===== config.mk =====
export PLATFORM = sky130hd
export DESIGN_NAME = lvds_rx_word_packer_mm_writer
export DESIGN_NICKNAME = d
export VERILOG_FILES = /design/src/rtl/lvds_rx_word_packer_mm_writer.sv
export SDC_FILE = /design/constraint.sdc
export NUM_CORES = 1
export LEC_CHECK = 0
export CAP_MARGIN = 20
export CORE_UTILIZATION = 47
export DETAILED_ROUTE_END_ITERATION = 8
export HOLD_SLACK_MARGIN = 0.15
export PLACE_DENSITY = 0.81
export SYNTH_ARGS = -nofsm -noshare
export SYNTH_HDL_FRONTEND = slang
export SYNTH_SLANG_ARGS = --single-unit

===== constraint.sdc =====
create_clock -name clk -period 3.25 [get_ports clk]
set_input_delay 0.65 -clock clk [delete_from_list [all_inputs] [get_ports clk]]
set_output_delay 0.65 -clock clk [all_outputs]
set_load 0.05 [all_outputs]

===== src/rtl/lvds_rx_word_packer_mm_writer.sv =====
// rtl/lvds_rx_word_packer_mm_writer.sv - packs LVDS rx bytes into 32-bit words and writes them into an Avalon-MM ring buffer
module lvds_rx_word_packer_mm_writer #(
    parameter int ADDR_W = 13,
    parameter int DEPTH  = 8192,
    parameter int CNT_W  = 16
) (
    input  logic              clk,
    input  logic              reset_n,
    input  logic [7:0]        rx_data,
    input  logic              rx_valid,
    input  logic              rx_eop,
    output logic              rx_ready,
    output logic [ADDR_W-1:0] avm_address,
    output logic [3:0]        avm_byteenable,
    output logic              avm_chipselect,
    output logic              avm_write,
    output logic [31:0]       avm_writedata,
    input  logic              avm_waitrequest,
    input  logic [ADDR_W-1:0] rd_ptr,
    output logic [ADDR_W-1:0] wr_ptr,
    output logic              frame_done,
    output logic [CNT_W-1:0]  frame_words,
    output logic              overflow,
    input  logic              clear_overflow
);

    localparam logic ST_FILL  = 1'b0;
    localparam logic ST_WRITE = 1'b1;

    logic              state_q, state_d;
    logic [1:0]        byte_cnt_q, byte_cnt_d;
    logic [3:0]        lanes_q, lanes_d;
    logic [31:0]       data_q, data_d;
    logic              eop_pend_q, eop_pend_d;
    logic [ADDR_W-1:0] wr_ptr_q, wr_ptr_d;
    logic              frame_done_q, frame_done_d;
    logic [CNT_W-1:0]  frame_words_q, frame_words_d;
    logic              overflow_q, overflow_d;

    logic [ADDR_W-1:0] wr_ptr_inc;
    logic              full;
    logic              accept;
    logic [CNT_W-1:0]  frame_base;

    // Ring pointer arithmetic: one slot is kept empty so full and empty differ.
    always_comb begin
        if (wr_ptr_q == ADDR_W'(DEPTH - 1)) begin
            wr_ptr_inc = '0;
        end else begin
            wr_ptr_inc = wr_ptr_q + 1'b1;
        end
        full     = (wr_ptr_inc == rd_ptr);
        rx_ready = reset_n & (state_q == ST_FILL) & ~full;
        accept   = rx_valid & rx_ready;
    end

    // Next-state logic for byte packing, the Avalon write handshake and frame accounting.
    always_comb begin
        state_d      = state_q;
        byte_cnt_d   = byte_cnt_q;
        lanes_d      = lanes_q;
        data_d       = data_q;
        eop_pend_d   = eop_pend_q;
        wr_ptr_d     = wr_ptr_q;
        frame_done_d = 1'b0;
        // The word count shown with a frame_done pulse is dropped one cycle later.
        frame_base    = frame_done_q ? '0 : frame_words_q;
        frame_words_d = frame_base;

        case (state_q)
            ST_FILL: begin
                if (accept) begin
                    data_d[{byte_cnt_q, 3'b000} +: 8] = rx_data;
                    lanes_d[byte_cnt_q]               = 1'b1;
                    byte_cnt_d                        = byte_cnt_q + 2'd1;
                    if ((byte_cnt_q == 2'd3) || rx_eop) begin
                        state_d    = ST_WRITE;
                        eop_pend_d = rx_eop;
                    end
                end
            end
            default: begin
                if (!avm_waitrequest) begin
                    wr_ptr_d = wr_ptr_inc;
                    if (!(&frame_base)) begin
                        frame_words_d = frame_base + 1'b1;
                    end
                    frame_done_d = eop_pend_q;
                    eop_pend_d   = 1'b0;
                    byte_cnt_d   = '0;
                    lanes_d      = '0;
                    data_d       = '0;
                    state_d      = ST_FILL;
                end
            end
        endcase

        // A new overflow event takes priority over a simultaneous clear.
        overflow_d = (overflow_q & ~clear_overflow)
                   | ((state_q == ST_FILL) & full & rx_valid);
    end

    // State registers with synchronous active-low reset; a partial word is discarded.
    always_ff @(posedge clk) begin
        if (!reset_n) begin
            state_q       <= ST_FILL;
            byte_cnt_q    <= '0;
            lanes_q       <= '0;
            data_q        <= '0;
            eop_pend_q    <= 1'b0;
            wr_ptr_q      <= '0;
            frame_done_q  <= 1'b0;
            frame_words_q <= '0;
            overflow_q    <= 1'b0;
        end else begin
            state_q       <= state_d;
            byte_cnt_q    <= byte_cnt_d;
            lanes_q       <= lanes_d;
            data_q        <= data_d;
            eop_pend_q    <= eop_pend_d;
            wr_ptr_q      <= wr_ptr_d;
            frame_done_q  <= frame_done_d;
            frame_words_q <= frame_words_d;
            overflow_q    <= overflow_d;
        end
    end

    // Avalon outputs come straight from registers, so they stay stable through waitrequest.
    always_comb begin
        avm_address    = wr_ptr_q;
        avm_byteenable = lanes_q;
        avm_writedata  = data_q;
        avm_chipselect = (state_q == ST_WRITE);
        avm_write      = (state_q == ST_WRITE);
        wr_ptr         = wr_ptr_q;
        frame_done     = frame_done_q;
        frame_words    = frame_words_q;
        overflow       = overflow_q;
    end

endmodule


# After elaboration in Yosys (flattened, before gate mapping)
# Index checks and enable logic that the tools add are counted.
# W data, S select, Z words.
[totals]
reg_bits = 71
in_bits = 27
output_inout_bits = 83
[op_classes]
add_sub_neg = 4
order_cmp = 2
eq_ne = 4
n_shift = 2
n_mux = 25
bitwise = 13
n_reduce_logical = 9
[ops]
columns = ["operator", "n"]
rows = [
  ["$mux W32", 3],
  ["$mux W16", 4],
  ["$bwmux W32", 1],
  ["$shift A8 B7 Y32 const A", 1],
  ["$shiftx A8 B7 Y32", 1],
  ["$add A16 B1 Y16 const B", 1],
  ["$reduce_and A16 Y1", 1],
  ["$add A13 B1 Y13 const B", 1],
  ["$eq A13 B13 Y1", 1],
  ["$eq A13 B13 Y1 const B", 1],
  ["$mux W13", 1],
  ["$mux W4", 3],
  ["$mux W1", 9],
  ["$neg A5 Y7", 1],
  ["$and A1 B1 Y1", 6],
  ["$mux W2", 3],
  ["$not A1 Y1", 5],
  ["$or A4 B4 Y4", 1],
  ["$reduce_and A2 Y1", 2],
  ["$reduce_bool A2 Y1", 2],
  ["$lt A2 B3 Y1 const B", 1],
  ["$reduce_and A3 Y1", 1],
  ["$reduce_or A3 Y1", 1],
  ["$add A2 B1 Y2 const B", 1],
  ["7 further kinds", 7],
]

# Longest topological paths before layout
# Gate-level depths: netlist of run 1.
[depth]
depth_word = 8
depth_mapped = 11
mapped_depth_nobuf = 10

# Least setup slack after synthesis of run 1
# No wires, ideal clock.
[synth_timing]
path_kind = "reg-to-reg"
startpoint = "register wr_ptr_q[0] (netlist: avm_address[0])"
endpoint = "register data_q[15] (netlist: avm_writedata[15])"
setup_ns = 0.060
arrival_time_ns = 3.774
path_slack_ns = -0.584
stages_incl_launch_ff = 11
n_path_buf = 1
cell_sequence = "dfxtp_1 -> ha_1 -> nand3_2 -> nor4_2 -> buf_2 -> mux2i_1 -> nand3_1 -> o2111a_1 -> a21oi_1 -> nand4_1 -> a2bb2o_1"
[synth_between]
elab_chain_len = 8
word_cells_on_any_way = 9
cone_classes = "add/sub: 1; eq/ne: 2; mux: 1; bitwise: 3; reduce/logical: 2"
[synth_rtl]
columns = ["item", "line_no", "rtl"]
rows = [
  ["start: declaration", "35", "logic [ADDR_W-1:0] wr_ptr_q, wr_ptr_d;"],
  ["start signal: assignment", "121", "wr_ptr_q <= wr_ptr_d;"],
  ["$add A13 B1 Y13 or $eq A13 B13 Y1 (tied branches)", "50, 47", ""],
  ["$mux W13 (*)", "47", "if (wr_ptr_q == ADDR_W'(DEPTH - 1)) begin"],
  ["$eq A13 B13 Y1 (*)", "52", "full = (wr_ptr_inc == rd_ptr);"],
  ["$not A1 Y1 (*)", "53", "rx_ready = reset_n & (state_q == ST_FILL) & ~full;"],
  ["$and A1 B1 Y1 (*)", "53", ""],
  ["net rx_ready", "12", "output logic rx_ready,"],
  ["$and A1 B1 Y1 (*)", "54", "accept = rx_valid & rx_ready;"],
  ["$reduce_bool A2 Y1 (no line) (*)", "-", ""],
  ["$reduce_and A2 Y1 (no line) (*)", "-", ""],
  ["end signal: assignment", "119", "data_q <= data_d;"],
  ["end: declaration", "33", "logic [31:0] data_q, data_d;"],
]
# The timed path passes the listed nets; every way through them passes the cells marked *.
# A chain may end at the register's enable or synchronous reset.

# Worst setup path in the final report of run 1
[layout_timing]
startpoint = "register wr_ptr_q[10] (netlist: avm_address[10])"
endpoint = "output rx_ready"
[layout_between]
elab_chain_len = 5
word_cells_on_any_way = 6
cone_classes = "add/sub: 1; eq/ne: 2; mux: 1; bitwise: 2"
[layout_rtl]
columns = ["item", "line_no"]
rows = [
  ["$add A13 B1 Y13 or $eq A13 B13 Y1 (tied branches)", "50, 47"],
  ["$mux W13 (*)", "47"],
  ["$eq A13 B13 Y1 (*)", "52"],
  ["$not A1 Y1 (*)", "53"],
  ["$and A1 B1 Y1 (*)", "53"],
  ["end: declaration", "12"],
]
# Every way passes the cells marked *; elsewhere a longest branch is shown, timed or not.

==> results of run 1 <==
repair_timing:
item | in CTS | in global routing
setup buffers | 1 | 2
pin swaps | 1 | 5
hold endpoints to repair | 0 | 0
setup endpoints to repair | 1 | 7
gates resized for setup | 5 | 9
gates cloned | 0 | 0
through the flow:
step	setup TNS, ns	hold WS [ns]	total power, uW	util, %	setup WS (ns)
6_report	0	0.458	2010	69.0	0.104
5_1_grt	-0.00141	0.483	2080	69.0	-0.00141
4_1_cts	0	0.460	2020	68.4	0.0108
3_5_place_dp	-0.383	0.443	1150	64.6	-0.0768
3_3_place_gp	-0.0544	0.442	1150	64.6	-0.0544
2_1_floorplan	0	0.443	1060	-	0.117
cell usage after synthesis (2+ instances only):
| library cell | count |
|---|---|
| xor2_1 | 18 |
| o211ai_1 | 2 |
| nor4_1 | 2 |
| and3_1 | 6 |
| a21oi_2 | 4 |
| and4_1 | 4 |
| a21o_1 | 3 |
| nor3_1 | 6 |
| o21ai_0 | 15 |
| dfxtp_1 | 71 |
| xnor2_1 | 10 |
| nand3_1 | 16 |
| a2bb2o_1 | 5 |
| nand2_1 | 29 |
| mux2i_1 | 4 |
| o2bb2ai_1 | 11 |
| buf_4 | 14 |
| nand4_1 | 8 |
| a32o_1 | 18 |
| clkbuf_1 | 9 |
| ha_1 | 6 |
| nand2b_1 | 11 |
| nor3b_1 | 3 |
| nand4b_1 | 4 |
| or3_1 | 4 |
| nor2b_1 | 7 |
| and2_1 | 2 |
| a21oi_1 | 17 |
| buf_2 | 5 |
| nor2_1 | 31 |
| inv_1 | 9 |
| a31oi_1 | 2 |
metal layers:
| layer | up-vias | global-route usage (%) | wire, um |
|---|---|---|---|
| met5 | - | 0 | 0 |
| met4 | 0 | 8.21 | 80 |
| met3 | 8 | 7.00 | 611 |
| met2 | 118 | 42.1 | 4630 |
| met1 | 1596 | 29.0 | 3930 |
| li1 | 1600 | - | - |
report_power, final:
group / total, uW / switching [uW] / internal (uW) / leakage (uW)
Combinational: 239 / 142 / 96.5 / 0.00112
Clock: 873 / 340 / 533 / 0.000124
Sequential: 897 / 14.3 / 883 / 0.000576
Total: 2010 / 496 / 1510 / 0.00182
logic make-up after synthesis:
group	share of synthesized area, %
DFF	40.3
buffers and inverters	6.18
and+or+nand+nor	23.3
muxes	1.14
AOI/OAI and AO/OA	20.0
xor gates and xnor gates	6.96
adders and majority gates	2.13
flip-flops by register name, indices dropped and copies added, names as in the netlist:
signal and cells:
frame_done 1, avm_address 13, overflow 1, eop_pend_q 1
frame_words 16, avm_chipselect 1, avm_writedata 32, avm_byteenable 4
byte_cnt_q 2
worst max-delay path, cell delays in order, from the launching register on:
cell and delay, ns:
dfxtp_1 0.54, nand4_4 0.19, nor4_2 0.28, buf_4 0.22
and2_1 0.14, o21bai_1 0.09, a2111oi_4 0.41, a21oi_4 0.11
buf_6 0.17
final timing paths:
| path | end | slack [ns] | start | depth (start not counted) |
|---|---|---|---|---|
| worst max-delay path | rx_ready | 0.10 | avm_address[10]$_SDFFE_PN0P_ | 8 |
| worst min-delay path | avm_byteenable[3]$_SDFFE_PN0P_ | 0.46 | avm_byteenable[3]$_SDFFE_PN0P_ | 1 |
| worst max register to register | avm_writedata[3]$_SDFFE_PN0P_ | 0.25 | avm_address[10]$_SDFFE_PN0P_ | 10 |
| worst min register to register | avm_byteenable[3]$_SDFFE_PN0P_ | 0.46 | avm_byteenable[3]$_SDFFE_PN0P_ | 1 |
layout make-up:
type                            instances  area share, %
Tap cell                               99           2.48
Clock buffer                           11           2.83
Inverter                                9          0.675
Multi-Input combinational cell        272           38.6
Sequential cell                        71           28.6
Timing Repair Buffer                  128           24.8
Clock inverter                          5           2.08
==> summary.txt, run 1 <==
Clock tree
  • H-tree levels: 3
  • CTS tree: done
  • Clock tree buffer depth: 2
  • Clock Latency Late Sink: about 0.35 ns
  • Worst-path clk slew: 0.07 ns
  • CTS sink count: 71
  • CTS root buffer: clkbuf_8
  • TritonCTS Buffers: 9
  • Post-CTS Hold Buffers: 0

Worst setup path
  • CP arrival: approximately 2.5 ns
  • CP Launch Type: flip-flop
  • Worst setup EP type: output port
  • Worst-path fanout max: 11
  • Data required time at the worst endpoint: roughly 2.6 ns
  • Crit path kind: reg2out

Yosys
  • Synth Flop Type: dfxtp_1
  • Unique masters post-synth: between 50 and 60
  • Post-Synthesis Cells: 383
  • Synth top area cells: dfxtp_1 (40%), a32o_1 (5.1%), xor2_1 (4.5%), nor2_1 (3.3%), nand2_1 (3.1%)
  • FF+latch count, synth: slightly above 70
  • Synth Warn #: 0
  • Post-Syn Area: 3520 sq um
  • Synth top area share: slightly above 40%
  • Async S/R FF share, synth: 0%
  • Mapped Avg Cell Area: 9.20 sq um
  • Synthesized Nets: between 400 and 500
  • Cell taking the most area after synthesis: dfxtp_1
  • Seq/Total Area, Yosys: 40.3%
  • Number of flops mapped to enable cells by yosys: 0

Final layout
  • Sequential cell area: approximately 1400 sq um
  • # fillers: 560
  • Multi-input logic area: 1930 sq um
  • Share of post-route cells with drive strength above 1: 12.1%
  • Most common cell after layout, fill and taps aside: clkdlybuf4s50_1
  • Ant diodes: 0
  • P&R area growth vs syn: 42.0%
  • Most frequent cells in the layout: clkdlybuf4s50_1 (106), dfxtp_1 (66), nor2_1 (30), nand2_1 (29), buf_4 (19)
  • Non-Filler Instances: between 500 and 600
  • Fin nets: about 520
  • Design Area, Final: roughly 5000 sq um

Global routing
  • First-pass GRT wire length: 14,700 um
  • Initial antenna violation count: 0
  • Total global-route track usage: 24.3%
  • Grt ovf: 0
  • Largest net degree at the start of global routing: 38
  • Number of global-route vias before repair: roughly 3,100

Floorplanning
  • Area of the core: ~7300 sq um
  • Std-Cell Rows: 31
  • Starting Density: between 40% and 50%
  • Die X: between 80 and 90 um
  • IO Pins: 110
  • DIE AREA: ~7800 sq um
  • Die Y: around 90 um

Drt
  • Initial DRC count: 122
  • WL final: 9250 um
  • Drt pass-1 iters: 4
  • DR vias/cell: between 5 and 6
  • DR DRC count: 0
  • Avg WL per Cell: roughly 16 um
  • Remaining antenna violation count: 0
  • Via count: 3,322

STA
  • Fin. max-slew vios: 0
  • Relative slew slack: around 64%
  • Max Clock Freq: 318 MHz
  • Post-layout minimum cycle time: approximately 3.1 ns
  • Final Hold Viols: 0
  • Final worst-path cycle share: between 90% and 100%
  • Final setup vio count: 0
  • Max Clock Skew: approximately 0.0089 ns
  • Worst-Margin Slew: approximately 0.54 ns

Placement
  • Placement Cell Area: 4690 sq um
  • Dpl hpwl: 6680 um
  • Placed insts: 576
  • RePlAce Congestion: between 0.8 and 0.9
  • PortBufs: between 100 and 150

Power
  • Leakage: between 0.0015 and 0.002 uW
  • PwrDens: 401 nW/um^2
  • Max VDD drop: 0.000266 V

Hold path
  • Worst min-delay path class: reg2reg

Run status
  • Outcome: completed

Job
  • Total of max-cap violations: 0
Power figures use the tool's default switching activity.
==> run 2, diff against run 1 <==
--- a/config.mk
+++ b/config.mk
@@ -6,10 +6,12 @@
 export NUM_CORES = 1
 export LEC_CHECK = 0
 export CAP_MARGIN = 20
-export CORE_UTILIZATION = 47
+export CORE_ASPECT_RATIO = 0.8
+export CORE_UTILIZATION = 42
 export DETAILED_ROUTE_END_ITERATION = 8
+export GPL_TIMING_DRIVEN = 0
 export HOLD_SLACK_MARGIN = 0.15
-export PLACE_DENSITY = 0.81
+export PLACE_DENSITY = 0.76
 export SYNTH_ARGS = -nofsm -noshare
 export SYNTH_HDL_FRONTEND = slang
 export SYNTH_SLANG_ARGS = --single-unit
==> constraint.sdc (replaced) <==
create_clock -name clk -period 2.77 [get_ports clk]
set_input_delay 0.554 -clock clk [delete_from_list [all_inputs] [get_ports clk]]
set_output_delay 0.554 -clock clk [all_outputs]
set_load 0.05 [all_outputs]
==> run 2 against run 1 <==
  * The run now ends with negative setup slack left
  * Register-to-register slack worse by 0.45 ns
  * Worst hold slack worse by 0.0040 ns
  * Power is 15% higher
  * First-iteration DRC count up 58%
  * Clock power increased by 7.7%
  * Largest power group unchanged
  * Non-clock buffer count grew 54
  * Highest routed layer unchanged
  * Via count up 8.0%
==> summary.txt, run 2 (synthesized netlist as in run 1, its figures left out) <==
Drt
  • Initial DRC count: 193 (was 122)
  • Remaining antenna violation count: 0 (unchanged)
  • Avg WL per Cell: 17.1 um (was 15.6 um)
  • WL final: 11,300 um (was 9250 um)
  • Via count: 3,589 (was 3,322)
  • Drt pass-1 iters: 4 (unchanged)
  • DR vias/cell: 5.45 (was 5.58)
  • DR DRC count: 0 (unchanged)

STA
  • Setup ws final: -0.196 ns (was 0.104 ns)
  • Relative slew slack: 59.1% (was 63.8%)
  • Worst-Margin Slew: 0.613 ns (was 0.542 ns)
  • Post-layout minimum cycle time: 2.97 ns
  • Final Hold Viols: 0 (unchanged)
  • Fin. max-slew vios: 0 (unchanged)
  • Max Clock Skew: 0.0107 ns (was 0.00888 ns)
  • Final setup vio count: 3 (was 0)
  • Unrepaired setup endpoints after global routing: yes
  • Final worst-path cycle share: 107%
  • Max Clock Freq: around 340 MHz
  • Fin Hold WS: 0.454 ns (was 0.458 ns)

Hold path
  • Worst min-delay path class: reg2reg (unchanged)

Floorplanning
  • IO Pins: 110 (unchanged)
  • Die X: 104 um (was 88.6 um)
  • Area of the core: 8020 sq um (was 7250 sq um)
  • DIE AREA: 8760 sq um (was 7850 sq um)
  • Die Y: 83.9 um (was 88.6 um)
  • Std-Cell Rows: 29 (was 31)
  • Starting Density: 43.9% (was 48.6%)

Clock tree
  • Worst-path clk slew: 0.08 ns (was 0.07 ns)
  • CTS sink count: 71 (unchanged)
  • TritonCTS Buffers: 9 (unchanged)
  • CTS root buffer: clkbuf_8 (unchanged)
  • Clock tree buffer depth: 2 (unchanged)
  • H-tree levels: 3 (unchanged)
  • Clock Latency Late Sink: 0.35 ns (about the same)
  • CTS tree: done (unchanged)

Global routing
  • Largest net degree at the start of global routing: 14 (was 38)
  • Grt ovf: 0 (unchanged)
  • Initial antenna violation count: 0 (unchanged)
  • Total global-route track usage: 25.2% (was 24.3%)
  • Number of global-route vias before repair: 3,361 (was 3,122)
  • First-pass GRT wire length: 17,400 um (was 14,700 um)

Final layout
  • Share of post-route cells with drive strength above 1: 23.8% (was 12.1%)
  • P&R area growth vs syn: 58.8% (was 42.0%)
  • Number of flip-flops in the largest register: 32 (unchanged)
  • Most frequent cells in the layout: clkdlybuf4s50_1 (106), buf_4 (58), dfxtp_1 (57), nor2_1 (30), nand2_1 (28) (was clkdlybuf4s50_1 (106), dfxtp_1 (66), nor2_1 (30), nand2_1 (29), buf_4 (19))
  • Most common cell after layout, fill and taps aside: clkdlybuf4s50_1 (unchanged)
  • Final core occ: 69.8% (was 69.0%)
  • # fillers: 595 (was 560)
  • Fin nets: 578 (was 524)
  • Ant diodes: 0 (unchanged)
  • Sequential cell area: 1470 sq um (was 1430 sq um)
  • Non-Filler Instances: 658 (was 595)
  • Multi-input logic area: 2100 sq um (was 1930 sq um)

Worst setup path
  • CP max-delay cell: dfxtp_4 (was dfxtp_1)
  • CP dominant cell by count: buf_4
  • Data required time at the worst endpoint: 2.99 ns (was 2.60 ns)
  • Worst setup EP type: flip-flop (was output port)
  • Crit path kind: reg2reg (was reg2out)
  • Max stage delay on crit path: 0.40 ns (was 0.54 ns)
  • Critical-path cell list: nand4_1, buf_4, buf_4, buf_4, buf_4, buf_4, buf_4, buf_4, buf_4, buf_4, buf_4, buf_4, buf_4, buf_4, buf_4, buf_4, nor3_4, xnor2_1, nor2_1 (was nand4_4, nor4_2, buf_4, and2_1, o21bai_1, a2111oi_4, a21oi_4, buf_6)
  • Crit-path leading delay family: buffers and inverters (was simple AND/OR/NAND/NOR gates)
  • CP arrival: 3.19 ns (was 2.50 ns)
  • CP Launch Type: flip-flop (unchanged)
  • Worst-path fanout max: 8 (was 11)
  • Crit path buffers/inverters: 15 (was 2)

Run status
  • Outcome: complete, but fails checks (was completed)
  • Failing checks: negative setup slack

Placement
  • PortBufs: 109 (unchanged)
  • Placed insts: 600 (was 576)
  • RePlAce Congestion: 0.876 (was 0.883)
  • Post-Place Worst Slack: -0.805 ns (was -0.0768 ns)
  • Dpl hpwl: 7420 um (was 6680 um)

Job
  • Total of max-cap violations: 0 (unchanged)

Power
  • Tot Pwr: 2300 uW (was 2010 uW)
  • PwrDens: 411 nW/um^2 (was 401 nW/um^2)
  • Max VDD drop: 0.000295 V (was 0.000266 V)
  • Leakage: 0.00214 uW (was 0.00182 uW)
[run 2: layout make-up]
class | instances | area share [%]
inverters | 9 | 0.604
plain buffers | 26 | 3.09
flip-flops and latches | 71 | 26.3
multi-input cells | 272 | 37.6
clock inverters | 5 | 1.07
repair buffers | 156 | 25.9
clock buffers | 11 | 3.11
well taps | 108 | 2.42
[run 2: final timing paths]
kind | start | slack (ns) | depth (start not counted) | endpoint
min | avm_byteenable[3]$_SDFFE_PN0P_ | 0.45 | 1 | avm_byteenable[3]$_SDFFE_PN0P_
max reg2reg | avm_address[6]$_SDFFE_PN0P_ | -0.20 | 19 | avm_address[8]$_SDFFE_PN0P_
max | avm_address[6]$_SDFFE_PN0P_ | -0.20 | 19 | avm_address[8]$_SDFFE_PN0P_
min reg2reg | avm_byteenable[3]$_SDFFE_PN0P_ | 0.45 | 1 | avm_byteenable[3]$_SDFFE_PN0P_
[run 2: repair_timing]
action,4_1_cts,5_1_grt
setup endpoints to repair,40,37
gates resized for setup,33,21
setup buffers,29,18
pin swaps,11,11
cloned,1,0
hold buffers,0,0
[run 2: metal layers]
metal / global-route usage, % / up-vias / wire length, um / part of all wire [%]
li1: - / 1715 / - / -
met1: 33.0 / 1733 / 4940 / 44
met2: 41.3 / 131 / 5500 / 49
met3: 6.17 / 10 / 707 / 6.3
met4: 6.62 / 0 / 104 / 0.92
met5: 0 / - / 0 / 0
[run 2: metrics by stage]
stage / area (sq um) / TNS [ns]
after floorplan: 3610 / 0
after global placement: 4840 / -12.84
after detailed placement: 4840 / -13.48
after CTS: 5390 / -0.259
after global routing: 5600 / -0.913
final: 5600 / -0.434
[run 2: report_power, final]
part	total, uW	switching [uW]	internal, uW
registers	1040	17.0	1030
clock network	940	412	528
logic	318	192	126
